===== src/rtl/borrow_select_subtractor_pipe.sv =====
// Pipelined borrow-select subtractor: D = A - B - Bin over a non-uniform block partition.
// One register stage per block. Stage 0 ripples block 0 with Bin. Every later stage precomputes
// its block difference for borrow-in 0 and 1, then selects with the previous stage's borrow.
// Each stage has a valid bit, and the pipeline uses valid/ready handshakes with bubble collapse.
module borrow_select_subtractor_pipe #(
  parameter int unsigned WIDTH                 = 32,
  parameter int unsigned BLOCK_AMOUNT          = 4,
  parameter int unsigned BLOCKS [BLOCK_AMOUNT] = '{4, 10, 18, 32}
) (
  input  logic             clk,
  input  logic             rst,
  input  logic             in_valid,
  output logic             in_ready,
  input  logic [WIDTH-1:0] A,
  input  logic [WIDTH-1:0] B,
  input  logic             Bin,
  output logic             out_valid,
  input  logic             out_ready,
  output logic [WIDTH-1:0] D,
  output logic             Bout,
  output logic             Z,
  output logic             Ovf
);

  // Operand bits below block 1 are consumed in stage 0, so they are never carried forward.
  localparam int unsigned OpLo = BLOCKS[0];

  logic [BLOCK_AMOUNT-1:0] r_valid;
  logic [BLOCK_AMOUNT-1:0] r_borrow;
  logic [BLOCK_AMOUNT-1:0] r_amsb;
  logic [BLOCK_AMOUNT-1:0] r_bmsb;
  logic [WIDTH-1:0]        r_d [BLOCK_AMOUNT];
  logic [WIDTH-1:OpLo]     r_a [BLOCK_AMOUNT];
  logic [WIDTH-1:OpLo]     r_b [BLOCK_AMOUNT];
  logic [BLOCK_AMOUNT-1:0] w_ready;

  for (genvar k = 0; k < BLOCK_AMOUNT; k++) begin : g_stage
    localparam int unsigned Lo = (k == 0) ? 0 : BLOCKS[(k == 0) ? 0 : k - 1];
    localparam int unsigned Hi = BLOCKS[k];
    localparam int unsigned Bw = Hi - Lo;

    logic                w_up_valid;
    logic [WIDTH-1:OpLo] w_a_up;
    logic [WIDTH-1:OpLo] w_b_up;
    logic                w_amsb_up;
    logic                w_bmsb_up;
    logic [WIDTH-1:0]    w_d_up;
    logic [Bw-1:0]       w_diff;
    logic                w_bout;
    logic [WIDTH-1:0]    w_d_next;

    // Stage k may advance unless it and every stage after it are full and the output is blocked.
    assign w_ready[k] = out_ready | ~(&r_valid[BLOCK_AMOUNT-1:k]);

    if (k == 0) begin : g_first
      logic [Bw:0] w_sum;

      assign w_up_valid = in_valid;
      assign w_a_up     = A[WIDTH-1:OpLo];
      assign w_b_up     = B[WIDTH-1:OpLo];
      assign w_amsb_up  = A[WIDTH-1];
      assign w_bmsb_up  = B[WIDTH-1];
      assign w_d_up     = '0;
      // X + ~Y + ~bin; the carry-out is the inverse of the borrow-out.
      assign w_sum      = {1'b0, A[Hi-1:Lo]} + {1'b0, ~B[Hi-1:Lo]} + {{Bw{1'b0}}, ~Bin};
      assign w_diff     = w_sum[Bw-1:0];
      assign w_bout     = ~w_sum[Bw];
    end else begin : g_rest
      logic [Bw:0] w_sum_b0;
      logic [Bw:0] w_sum_b1;

      assign w_up_valid = r_valid[k-1];
      assign w_a_up     = r_a[k-1];
      assign w_b_up     = r_b[k-1];
      assign w_amsb_up  = r_amsb[k-1];
      assign w_bmsb_up  = r_bmsb[k-1];
      assign w_d_up     = r_d[k-1];
      // Both borrow-in cases are precomputed; the upstream borrow only drives the mux.
      assign w_sum_b0   = {1'b0, r_a[k-1][Hi-1:Lo]} + {1'b0, ~r_b[k-1][Hi-1:Lo]}
                          + {{Bw{1'b0}}, 1'b1};
      assign w_sum_b1   = {1'b0, r_a[k-1][Hi-1:Lo]} + {1'b0, ~r_b[k-1][Hi-1:Lo]};
      assign w_diff     = r_borrow[k-1] ? w_sum_b1[Bw-1:0] : w_sum_b0[Bw-1:0];
      assign w_bout     = r_borrow[k-1] ? ~w_sum_b1[Bw] : ~w_sum_b0[Bw];
    end

    // Merge this block's difference into the lower result bits coming from upstream.
    always_comb begin
      w_d_next         = w_d_up;
      w_d_next[Hi-1:Lo] = w_diff;
    end

    // Stage register: holds when not advancing, and loads contents only on a real transfer.
    always_ff @(posedge clk or posedge rst) begin
      if (rst) begin
        r_valid[k]  <= 1'b0;
        r_borrow[k] <= 1'b0;
        r_amsb[k]   <= 1'b0;
        r_bmsb[k]   <= 1'b0;
        r_d[k]      <= '0;
        r_a[k]      <= '0;
        r_b[k]      <= '0;
      end else if (w_ready[k]) begin
        r_valid[k] <= w_up_valid;
        if (w_up_valid) begin
          r_borrow[k] <= w_bout;
          r_amsb[k]   <= w_amsb_up;
          r_bmsb[k]   <= w_bmsb_up;
          r_d[k]      <= w_d_next;
          r_a[k]      <= w_a_up;
          r_b[k]      <= w_b_up;
        end
      end
    end
  end

  // Nothing is accepted while reset is held, even though all stages read as empty.
  assign in_ready  = w_ready[0] & ~rst;
  assign out_valid = r_valid[BLOCK_AMOUNT-1];
  assign D         = r_d[BLOCK_AMOUNT-1];
  assign Bout      = r_borrow[BLOCK_AMOUNT-1];
  assign Z         = ~|r_d[BLOCK_AMOUNT-1];
  assign Ovf       = (r_amsb[BLOCK_AMOUNT-1] ^ r_bmsb[BLOCK_AMOUNT-1])
                     & (r_d[BLOCK_AMOUNT-1][WIDTH-1] ^ r_amsb[BLOCK_AMOUNT-1]);

endmodule


===== config.mk =====
export PLATFORM = sky130hd
export DESIGN_NAME = borrow_select_subtractor_pipe
export DESIGN_NICKNAME = d
export VERILOG_FILES = /design/src/rtl/borrow_select_subtractor_pipe.sv
export SDC_FILE = /design/constraint.sdc
export NUM_CORES = 1
export LEC_CHECK = 0
export ABC_CLOCK_PERIOD_IN_PS = 9700
export CELL_PAD_IN_SITES_DETAIL_PLACEMENT = 1
export CELL_PAD_IN_SITES_GLOBAL_PLACEMENT = 1
export CORE_MARGIN = 10
export CORE_UTILIZATION = 25
export CTS_CLUSTER_SIZE = 10
export DETAILED_ROUTE_END_ITERATION = 7
export GPL_TIMING_DRIVEN = 0
export PLACE_DENSITY = 0.52
export RECOVER_POWER = 25
export SLEW_MARGIN = 20
export SYNTH_ARGS = -nofsm -noshare
export SYNTH_HDL_FRONTEND = slang
export SYNTH_SLANG_ARGS = --single-unit

===== constraint.sdc =====
create_clock -name clk -period 9.7 [get_ports clk]
set_input_delay 2.425 -clock clk [delete_from_list [all_inputs] [get_ports clk]]
set_output_delay 2.425 -clock clk [all_outputs]
set_load 0.1 [all_outputs]

* Word level (Yosys, flattened, before mapping)
Index checks and enable logic that the tools add are counted.
** Cells by class
- Add/subtract/negate cells :: 8
- Multipliers :: 0
- Div/mod/pow operators :: 0
- $lt $le $gt $ge :: 0
- Eq/ne operators :: 0
- Shift-type cells :: 0
- Muxes and demuxes :: 6
- Bitwise logic cells :: 25
- Reductions and logical operators :: 9
** Operators with widths (count)
- OR reduction 32 bit :: 1
- adder 14 x 14 -> 15 bit :: 1
- adder 15 x 1 -> 15 bit, second input constant :: 1
- 2-to-1 mux 14 bit :: 1
- inverter 14 bit :: 1
- inverter 1 bit :: 13
- AND reduction 2 bit :: 5
- adder 8 x 8 -> 9 bit :: 1
- adder 9 x 1 -> 9 bit, second input constant :: 1
- 2-to-1 mux 8 bit :: 1
- inverter 8 bit :: 1
- adder 6 x 6 -> 7 bit :: 1
- adder 7 x 1 -> 7 bit, second input constant :: 1
- 2-to-1 mux 6 bit :: 1
- inverter 6 bit :: 1
- adder 4 x 4 -> 5 bit :: 1
- adder 5 x 1 -> 5 bit :: 1
- inverter 4 bit :: 1
- OR 1 bit :: 4
- AND reduction 4 bit :: 1
- 2-to-1 mux 1 bit :: 3
- AND reduction 3 bit :: 1
- AND 1 bit :: 2
- bitwise XOR 1 bit :: 2
- logical NOT 1 bit :: 1
** Word-level totals
- Flip-flop bits (word level) :: 248
- Latch bits :: 0
- RAM bits :: 0
- Bits in read-only memories :: 0
- Bits of input ports :: 69
- Output and inout bits :: 37
- Logic and storage cells :: 74
- Memories kept :: 0

* Longest topological paths before layout
- Depth after elaboration :: 5
- Mapped depth :: 12
- Depth with buffers taken out :: 12

* Worst setup path before layout
OpenSTA, ideal clock, no wires.
- Kind :: in2out
- Start :: in rst
- End :: out in_ready
- Data arrival time :: 7722 ps
- Required time :: 7275 ps
- Setup slack :: -447 ps
- Stages :: 2
- Path buffers :: 0
- Path through :: inv_1 and2_1
** On the way
- Longest elaborated chain between the ends :: 2
** Ends and longest elaborated chain
- start: declaration :: line 11 : input logic rst,
- inverter 1 bit :: line 117 : assign in_ready = w_ready[0] & ~rst;
- AND 1 bit :: line 117
- end: declaration :: line 13 : output logic in_ready,
No other way between the ends.

* Worst setup path after layout
Same ends and word-level chain as after synthesis.

==> results.ini <==
[min_path]
min-delay-start = g_stage[2].w_d_up[9]
hp-class = register to register

[pwr]
combPwrFrac_pct = 49.0
switchingPower_mw = 1.82
peakVddDrop_v = 0.000129
p_seq_share_pct = 31.3
swShare_pct = 43.3
p_per_area_nw_per_um2 = 351
clkPwrFrac_pct = 19.6
leakage_nw = 5.06
internal_power_mw = 2.38

[routing]
vias_per_cell = 4.26
drt_wl_total_um = 23400
drt_iter0_drc = 145
remaining_drc_errors = 0
first_pass_iters = 4
vias = 6113
wl_per_cell_um = 16.3
antenna_left = 0

[critical_path]
r2r-start = g_stage[3].w_b_up[18]
crit_path_start_kind = primary input
crit_path_start = rst
required_ns = 7.28
crit_fanout = 30
end_kind = output pin
arrival_ns = 5.90
crit_type = primary input to output pin

[sta]
tightest_slew_ns = 1.74
final_hold_viol_count = 0
setup_viol = 0
grt_setup_unrepaired = false
finalMaxSlewViolations = 64
skew_ns = 0.0145
max_freq_mhz = 120
period_needed_ns = 8.32
relSlewSlack_pct = -16.0
fin_crit_sh_pct = 85.8

[grt]
first_global_vias = 6717
grt_use_total_pct = 10.2
met3_usage_pct = 2.33
grt_use_met2_pct = 16.8
grt_antenna_before_repair = 3
overflow = 0
grt_max_degree = 33
grt-busiest-layer = met2
use_met1_pct = 13.1
grt_pass1_wl_um = 38000

[die]
die_y_um = 215
num_rows = 71
core_um2 = 37600
initial_utilization_pct = 25.3
die_area_um2 = 46200
die_w_um = 215
io_pins = 106

[clocking]
cts-hold-fix-buffers = 0
clockBufferDepth = 3
clkTransAtPathRegs_ns = 0.05
cts.repair.resized = 0
cts.sink_count = 202
clockRootBuffer = clkbuf_16
clock_latency_ns = 0.52
numCtsBuffers = 25
cts_tree = yes
h-tree-depth = 1
post_cts_buffers = 0

[place]
place_hpwl_um = 18400
gp_congestion = 0.753
portBuffers = 105
place_inst = 1399

[synthesis]
synth_warnings = 0
yosys.area.top_type_share_pct = 53.2
synth_top_flop_cell = dfrtp_1
syn-cell-area_um2 = 9490
syn_area_per_cell_um2 = 12.2
ys_ff_latch = 202
yosysSeqAreaShare_pct = 53.2
synthesis.nets = 885
synthCells = 777
yosys.area.top_type = dfrtp_1
synth.area.top_cells = dfrtp_1 53%, mux2_2 19%, ha_1 4.5%
synth-edff-count = 0
yosysUniqueCellTypes = 50
async_flop_share_pct = 100

[cells_and_area]
antennaDiodeCount = 0
layout_commonest_cell = dfrtp_1
fillers = 4097
drive_gt1_share_pct = 22.3
final_cell_mix = 202 x dfrtp_1, 162 x mux2_2, 103 x clkdlybuf4s50_1
fin_cells = 1435
finish.utilization_pct = 31.9
synthToLayoutAreaGrowth_pct = 26.2
nets = 1023

[run_status]
run_status = complete, but fails checks
failed_checks = capacitance limit, slew limit

[run]
max-cap-violations = 2

[Yosys cell counts (2+ instances only)]
library cell / count
nand3_1: 12
xor2_1: 20
xnor2_1: 24
and3_1: 5
o2111ai_1: 3
nor2b_1: 6
o211ai_1: 2
a211oi_1: 2
a31oi_1: 2
nand4_1: 6
o21ai_0: 43
o31ai_1: 2
nand2_1: 55
o21a_1: 5
nor3_1: 7
inv_1: 47
clkbuf_1: 25
nand2b_1: 10
or3_1: 2
nor2_1: 20
dfrtp_1: 202
mux2_2: 162
ha_1: 34
buf_1: 2
nor3b_1: 3
o311ai_0: 3
o21bai_1: 3
or2_2: 3
fa_1: 5
a21oi_1: 19
mux2i_1: 5
nor4_1: 11
a211o_1: 3
a21o_1: 4
and2_1: 5
[metal layers]
metal,wire length [µm],vias to the layer above
met5,28,-
met4,432,6
met3,1050,38
met2,11100,75
met1,10800,2998
li1,-,2996
[worst max-delay path, stage by stage]
cell	delay (ns)
dlygate4sd3_1	0.54
clkinvlp_2	0.97
buf_12	0.56
buf_12	0.20
and2_1	0.18
clkdlybuf4s50_1	0.97
[flip-flops by register name, indices dropped and copies added (netlist names)]
name,flops
Bout,1
D,32
g_stage.w_a_up,61
g_stage.w_amsb_up,3
g_stage.w_b_up,61
g_stage.w_bmsb_up,3
g_stage.w_d_up,32
g_stage.w_up_valid,3
out_valid,1
r_amsb,1
r_bmsb,1
r_borrow,3
[through the flow]
step | setup slack, ns | TNS [ns] | power [mW] | hold slack [ns] | cell area, µm²
after detailed placement | 1.90 | 0 | 3.43 | 0.474 | 11300
final | 1.38 | 0 | 4.20 | 0.477 | 12000
after CTS | 1.90 | 0 | 4.29 | 0.486 | 12000
after global placement | -1.81 | -1.81 | 3.39 | 0.466 | 11200
after floorplan | 1.06 | 0 | 2.88 | 0.446 | 9500
after global routing | 0.985 | 0 | 4.52 | 0.503 | 12000
[logic make-up (layout without fill, tap and decap cells)]
| kind of cell | after synthesis | after routing | synth area share (%) |
|---|---|---|---|
| adder cells (fa/ha/maj) | 39 | 39 | 5.54 |
| AND/OR/NAND/NOR | 153 | 153 | 8.16 |
| buffers and inverters | 75 | 222 | 2.98 |
| multiplexers | 167 | 167 | 19.7 |
| AO/OA/AOI/OAI | 97 | 97 | 6.27 |
| flip-flops | 202 | 202 | 53.2 |
| XOR/XNOR | 44 | 44 | 4.06 |
[layout make-up]
| class | instances | area [µm²] | share of cell area [%] |
|---|---|---|---|
| flip-flops and latches | 202 | 5050 | 42.2 |
| multi-input cells | 500 | 4160 | 34.7 |
| repair buffers | 111 | 1140 | 9.50 |
| clock buffers | 34 | 689 | 5.76 |
| well taps | 511 | 639 | 5.34 |
| inverters | 47 | 178 | 1.48 |
| plain buffers | 28 | 106 | 0.888 |
| clock inverters | 2 | 17.5 | 0.146 |
[power by group through the flow]
stage	logic (mW)	registers [mW]	clock network (mW)
after floorplan	1.12	1.76	0
after global placement	2.06	1.33	0
after detailed placement	2.09	1.34	0
after CTS	2.10	1.33	0.861
after global routing	2.26	1.36	0.897
final	2.06	1.32	0.826
[worst paths after layout]
check	cells past startpoint	endpoint	slack, ns
max in group asynchronous	4	g_stage[1].w_a_up[4]	4.79
worst max-delay path	6	in_ready	1.38
worst max register to register	11	Bout	6.59
min in group asynchronous	2	g_stage[1].w_b_up[19]	2.62
worst min-delay path	2	g_stage[2].w_d_up[9]	0.48
worst min register to register	2	g_stage[2].w_d_up[9]	0.48
No activity file was read; power rests on OpenSTA's default activity.
